**src/rtl/gpio_status_tx.sv**
```systemverilog
// gpio_status_tx: buffers (VAL_0, VAL_1) pairs and returns them to the PS over GP_OUT with a toggle REQ/ACK handshake.
// Define GPIO_STATUS_LEVEL_EN so that a request with GP_IN[29] set reads the FIFO occupancy instead of popping.

module gpio_status_tx #(
  parameter int DAC_WIDTH  = 14,
  parameter int FIFO_DEPTH = 16,
  parameter int GPIO_WIDTH = 32
) (
  input  logic                  ADC_CLK,
  input  logic                  ADC_RST_N,
  input  logic [GPIO_WIDTH-1:0] GP_IN,
  input  logic [DAC_WIDTH-1:0]  VAL_0,
  input  logic [DAC_WIDTH-1:0]  VAL_1,
  input  logic                  VAL_VALID,
  output logic [GPIO_WIDTH-1:0] GP_OUT,
  output logic                  FIFO_FULL,
  output logic                  OVERFLOW
);

  localparam int AW = $clog2(FIFO_DEPTH);
  localparam int PW = 2 * DAC_WIDTH;

  logic [2:0]    sync_1;
  logic [2:0]    sync_2;
  logic          req_d;
  logic [1:0]    settle_cnt;
  logic          req_s;
  logic          clr_s;
  logic          lvl_s;
  logic          settled;
  logic          toggle;
  logic          lvl_query;
  logic [AW:0]   wr_ptr;
  logic [AW:0]   rd_ptr;
  logic [AW:0]   wr_next;
  logic [AW:0]   rd_next;
  logic [AW:0]   occupancy;
  logic          fifo_empty;
  logic          fifo_full_now;
  logic          full_next;
  logic          do_pop;
  logic          do_push;
  logic          drop;
  logic [PW-1:0] mem [FIFO_DEPTH];
  logic [PW-1:0] head;
  logic          ack;
  logic          valid;
  logic          seq;
  logic          ovf;
  logic [27:0]   data;
  logic          unused_bits;

  assign req_s = sync_2[2];
  assign clr_s = sync_2[1];
  assign lvl_s = sync_2[0];

  // A REQ level present at reset release must not look like a toggle.
  assign settled = (settle_cnt == 2'd3);
  assign toggle  = settled & (req_s ^ req_d);

`ifdef GPIO_STATUS_LEVEL_EN
  assign lvl_query   = toggle & lvl_s;
  assign occupancy   = wr_ptr - rd_ptr;
  assign unused_bits = ^GP_IN[28:0];
`else
  assign lvl_query   = 1'b0;
  assign occupancy   = '0;
  assign unused_bits = ^{GP_IN[28:0], lvl_s};
`endif

  assign fifo_empty    = (wr_ptr == rd_ptr);
  assign fifo_full_now = (wr_ptr[AW] != rd_ptr[AW]) && (wr_ptr[AW-1:0] == rd_ptr[AW-1:0]);
  assign head          = mem[rd_ptr[AW-1:0]];

  // A full FIFO still accepts a push when a pop frees the head slot on the same edge.
  assign do_pop  = toggle & ~lvl_query & ~clr_s & ~fifo_empty;
  assign do_push = VAL_VALID & ~clr_s & (~fifo_full_now | do_pop);
  assign drop    = VAL_VALID & ~clr_s & fifo_full_now & ~do_pop;

  assign wr_next   = clr_s ? '0 : wr_ptr + (AW+1)'(do_push);
  assign rd_next   = clr_s ? '0 : rd_ptr + (AW+1)'(do_pop);
  assign full_next = (wr_next[AW] != rd_next[AW]) && (wr_next[AW-1:0] == rd_next[AW-1:0]);

  always_ff @(posedge ADC_CLK or negedge ADC_RST_N) begin
    if (!ADC_RST_N) begin
      sync_1     <= '0;
      sync_2     <= '0;
      req_d      <= 1'b0;
      settle_cnt <= '0;
    end else begin
      sync_1 <= GP_IN[31:29];
      sync_2 <= sync_1;
      req_d  <= req_s;
      if (!settled) settle_cnt <= settle_cnt + 2'd1;
    end
  end

  always_ff @(posedge ADC_CLK or negedge ADC_RST_N) begin
    if (!ADC_RST_N) begin
      wr_ptr    <= '0;
      rd_ptr    <= '0;
      FIFO_FULL <= 1'b0;
      ovf       <= 1'b0;
    end else begin
      wr_ptr    <= wr_next;
      rd_ptr    <= rd_next;
      FIFO_FULL <= full_next;
      if (clr_s) ovf <= 1'b0;
      else if (drop) ovf <= 1'b1;
    end
  end

  always_ff @(posedge ADC_CLK) begin
    if (do_push) mem[wr_ptr[AW-1:0]] <= {VAL_1, VAL_0};
  end

  // The response word only moves on a request or while CLR is asserted.
  always_ff @(posedge ADC_CLK or negedge ADC_RST_N) begin
    if (!ADC_RST_N) begin
      ack   <= 1'b0;
      valid <= 1'b0;
      seq   <= 1'b0;
      data  <= '0;
    end else if (toggle) begin
      ack <= req_s;
      if (lvl_query) begin
        valid <= 1'b0;
        data  <= 28'(occupancy);
      end else if (do_pop) begin
        valid <= 1'b1;
        seq   <= ~seq;
        data  <= {14'(head[PW-1:DAC_WIDTH]), 14'(head[DAC_WIDTH-1:0])};
      end else begin
        valid <= 1'b0;
        data  <= '0;
      end
    end else if (clr_s) begin
      valid <= 1'b0;
    end
  end

  assign GP_OUT   = {ack, valid, ovf, seq, data};
  assign OVERFLOW = ovf;

endmodule
```
**config.mk**
```make
export PLATFORM = sky130hd
export DESIGN_NAME = gpio_status_tx
export DESIGN_NICKNAME = d
export VERILOG_FILES = /design/src/rtl/gpio_status_tx.sv
export SDC_FILE = /design/constraint.sdc
export NUM_CORES = 1
export LEC_CHECK = 0
export CORE_MARGIN = 10
export CORE_UTILIZATION = 25
export CTS_BUF_LIST = sky130_fd_sc_hd__clkbuf_4 sky130_fd_sc_hd__clkbuf_8
export DETAILED_ROUTE_END_ITERATION = 10
export HOLD_SLACK_MARGIN = 0.12
export SLEW_MARGIN = 20
export SYNTH_ARGS = -nofsm -noshare
export SYNTH_HDL_FRONTEND = slang
export SYNTH_SLANG_ARGS = --single-unit
```
**constraint.sdc**
```tcl
create_clock -name ADC_CLK -period 11.03 [get_ports ADC_CLK]
set_input_delay 2.206 -clock ADC_CLK [delete_from_list [all_inputs] [get_ports ADC_CLK]]
set_output_delay 2.206 -clock ADC_CLK [all_outputs]
set_load 0.02 [all_outputs]
```
==> flow_metrics.env <==
export IMPL_power_mw=3.87
export IMPL_synth_cell_area_um2=19500
export IMPL_numCtsBuffers=80
export IMPL_vias_per_cell=4.37
export IMPL_final_cells=2208
export IMPL_nNetsFinal=1168
export IMPL_fmax_mhz=224
export IMPL_dpl_cell_area_um2=21400
export IMPL_tightest_slew_ns=1.01
export IMPL_cts_sinks=498
export IMPL_hold_viol=0
export IMPL_worst_path_max_fanout=20
export IMPL_grt_max_degree=62
export IMPL_critPathSlowestCell="nor3_2"
export IMPL_antenna_found_initial=2
export IMPL_fillers=7605
export IMPL_grtUsageTotal_pct=10.2
export IMPL_min_period_ns=4.46
export IMPL_gp_congestion=0.709
export IMPL_seq_area_frac_synth_pct=75.5
export IMPL_design_area_um2=23100
export IMPL_drt_first_iter_violations=672
export IMPL_grt_ovfl_total=0
export IMPL_numPortBuffers=66
export IMPL_synth_largest_area_cell="edfxtp_1"
export IMPL_wirelength_um=46100
export IMPL_grt_pass1_vias=10300
export IMPL_rsz0062_at_grt="no"
export IMPL_die_area_um2=89500
export IMPL_power_internal_mw=3.04
export IMPL_final_setup_viol_count=0
export IMPL_antenna_cells=0
export IMPL_vias=9656
export IMPL_syn_nets=1051
export IMPL_drv_slew=0
export IMPL_clock_path_buffers=3
export IMPL_critPathCaptureType="flop"
export IMPL_period_share_pct=40.4
export IMPL_path_buf_inv=4
export IMPL_drv_cap=0
export IMPL_synth_warnings=0
export IMPL_cts_tree="yes"
export IMPL_holdBufCountCts=0
export IMPL_crit_chain="clkdlybuf4s50_1 > inv_1 > a311o_1 > buf_4 > nor3_2 > buf_4"
export IMPL_cts_resized=0
export IMPL_p_leak_nw=7.36
export IMPL_clk_latency_ns=0.63
export IMPL_relSlewSlack_pct=32.5
export IMPL_post_drt_wl_per_cell_um=20.9
export IMPL_fin_setup_tns_ns=0
export IMPL_post_cts_buffers=0
export IMPL_power_switching_mw=0.831
export IMPL_worst_setup_path_type="in2reg"
export IMPL_core_um2=77300
export IMPL_die_w_um=299
export IMPL_area_delta_synth_final_pct=18.7
export IMPL_cts_reportedPaths_clkPinSlew_ns=0.05
export IMPL_drc=0
export IMPL_switching_share_pct=21.5
export IMPL_outcome="complete, no violations"
export IMPL_cp_data_arrival_time_ns=4.72
export IMPL_synth_seq_cells=498
export IMPL_drive_gt1_share_pct=31.8
export IMPL_dp_cells=2057
export IMPL_p_per_area_nw_per_um2=167
export IMPL_htree_num_levels=3
export IMPL_synth_avg_cell_area_um2=19.8
export IMPL_yosysTopAreaCellShare_pct=69.1
export IMPL_slowest_delay_ns=0.85
export IMPL_crit_family="buffers and inverters"
export IMPL_drtPass1Iterations=5
export IMPL_fin_worst_skew_ns=0.0206
export IMPL_antenna_violating_nets_post_route=0
export IMPL_ir_worst_vdd_mv=0.0774
export IMPL_comb_power_share_pct=4.5
export IMPL_post_route_util_pct=29.9
export IMPL_synth_cell_type_count=37
export IMPL_worst_endpoint_required_ns=11.29
export IMPL_cp_start_kind="input port"
export IMPL_pwr_share_clk_pct=41.3
export IMPL_synthCells=983
export IMPL_grt_pass1_wl_um=68700
export IMPL_critical_path_most_common_cell="buf_4"
export IMPL_rows=102
export IMPL_synth_area_leaders="edfxtp_1 69%, mux4_2 6.5%, dfrtp_1 6.4%"
export IMPL_fp_dieH_um=299
export IMPL_cts_root_buffer="clkbuf_8"
export IMPL_hpwl_um=25700
export IMPL_io_pins=97
export IMPL_seqPwrFrac_pct=54.1
export IMPL_start_util_pct=25.2
export IMPL_hold_path_class="reg2reg"
-- kinds of logic (layout without fill, tap and decap cells) --
kind of cell    count (synthesis)  count (layout)  synth area share (%)
flops                         498             498                  75.5
compound gates                 90              90                  3.86
xor+xnor                       16              16                 0.720
fa+ha+maj                       5               5                 0.321
buf+inv                        70             255                  2.02
mux                           200             200                  15.1
simple gates                  104             104                  2.43
-- layout make-up --
type / count / area (um^2) / area share [%]
clock buffer: 126 / 1500 / 6.47
multi-input combinational: 415 / 4520 / 19.5
inverter: 4 / 15.0 / 0.0649
clock inverter: 24 / 150 / 0.649
sequential: 498 / 14700 / 63.6
tap: 1040 / 1300 / 5.63
timing repair buffer: 101 / 931 / 4.03
-- power by group through the flow --
stage,clock network (mW),registers [mW],logic [mW]
3_3_place_gp,0,2.13,0.175
6_report,1.60,2.10,0.176
3_5_place_dp,0,2.14,0.178
2_1_floorplan,0,2.14,0.0773
5_1_grt,1.74,2.10,0.190
4_1_cts,1.64,2.10,0.179
-- state kept, by name (all words and copies together), names as in the netlist --
signal      count
mem           448
data           28
rd_ptr          5
wr_ptr          5
settle_cnt      2
sync_1          2
sync_2          2
FIFO_FULL       1
OVERFLOW        1
ack             1
req_d           1
seq             1
valid           1
-- per-layer routing --
metal,GRT usage (%),vias up,part of all wire (%)
li1,-,4241,-
met1,12.7,5073,42
met2,17.4,263,51
met3,2.35,75,5.7
met4,2.94,4,1.7
met5,0,-,0.046
-- Yosys cell counts (all sizes together) --
cell type / number
inv: 4
nor4: 7
xor2: 11
a222oi: 28
clkbuf: 25
dfrtp: 50
o2111a: 1
a31o: 1
a41oi: 1
ha: 5
mux2: 116
xnor2: 5
nor3b: 2
a21oi: 28
nor2: 9
nor3: 9
mux4: 56
a311o: 1
nor2b: 8
o21ai: 1
nand2b: 4
nand2: 59
edfxtp: 448
a32o: 28
nand3: 4
a211oi: 1
and2: 1
or4: 1
buf: 41
mux2i: 28
-- cells in the final DEF (no fill, tap or decap), types with 6 or more instances in the layout --
master / Yosys / routed
a21oi_1: 28 / 28
a222oi_1: 28 / 28
a32o_1: 28 / 28
buf_4: 10 / 34
clkbuf_4: 0 / 38
clkbuf_8: 0 / 88
clkdlybuf4s50_1: 0 / 65
clkinv_1: 0 / 13
dfrtp_1: 50 / 46
edfxtp_1: 448 / 448
mux2_2: 88 / 88
mux2_4: 27 / 27
mux2i_1: 28 / 28
mux4_2: 56 / 56
nand2_1: 59 / 58
nor2_1: 9 / 7
nor2b_1: 8 / 6
nor4_2: 1 / 7
xor2_1: 11 / 11
-- path summary, 6_finish.rpt --
path | from | endpoint | slack [ns] | cells after the start
setup / recovery | VAL_VALID | mem[14][4]$_DFFE_PP_ | 6.57 | 6
hold / removal | sync_1[2]$_DFF_PN0_ | sync_2[2]$_DFF_PN0_ | 0.35 | 0
setup reg to reg | rd_ptr[1]$_DFF_PN0_ | mem[14][4]$_DFFE_PP_ | 7.28 | 6
hold reg to reg | sync_1[2]$_DFF_PN0_ | sync_2[2]$_DFF_PN0_ | 0.35 | 0
min in group asynchronous | ADC_RST_N | data[25]$_DFFE_PN0P_ | 1.76 | 2
max in group asynchronous | ADC_RST_N | rd_ptr[1]$_DFF_PN0_ | 8.63 | 2
-- through the flow --
stage | hold slack [ns] | setup slack, ns
after detailed placement | 0.337 | 5.88
after global routing | 0.367 | 6.48
after floorplan | 0.331 | 5.13
final | 0.347 | 6.57
after CTS | 0.350 | 6.53
after global placement | 0.335 | 5.85
No activity file was read; power rests on OpenSTA's default activity.
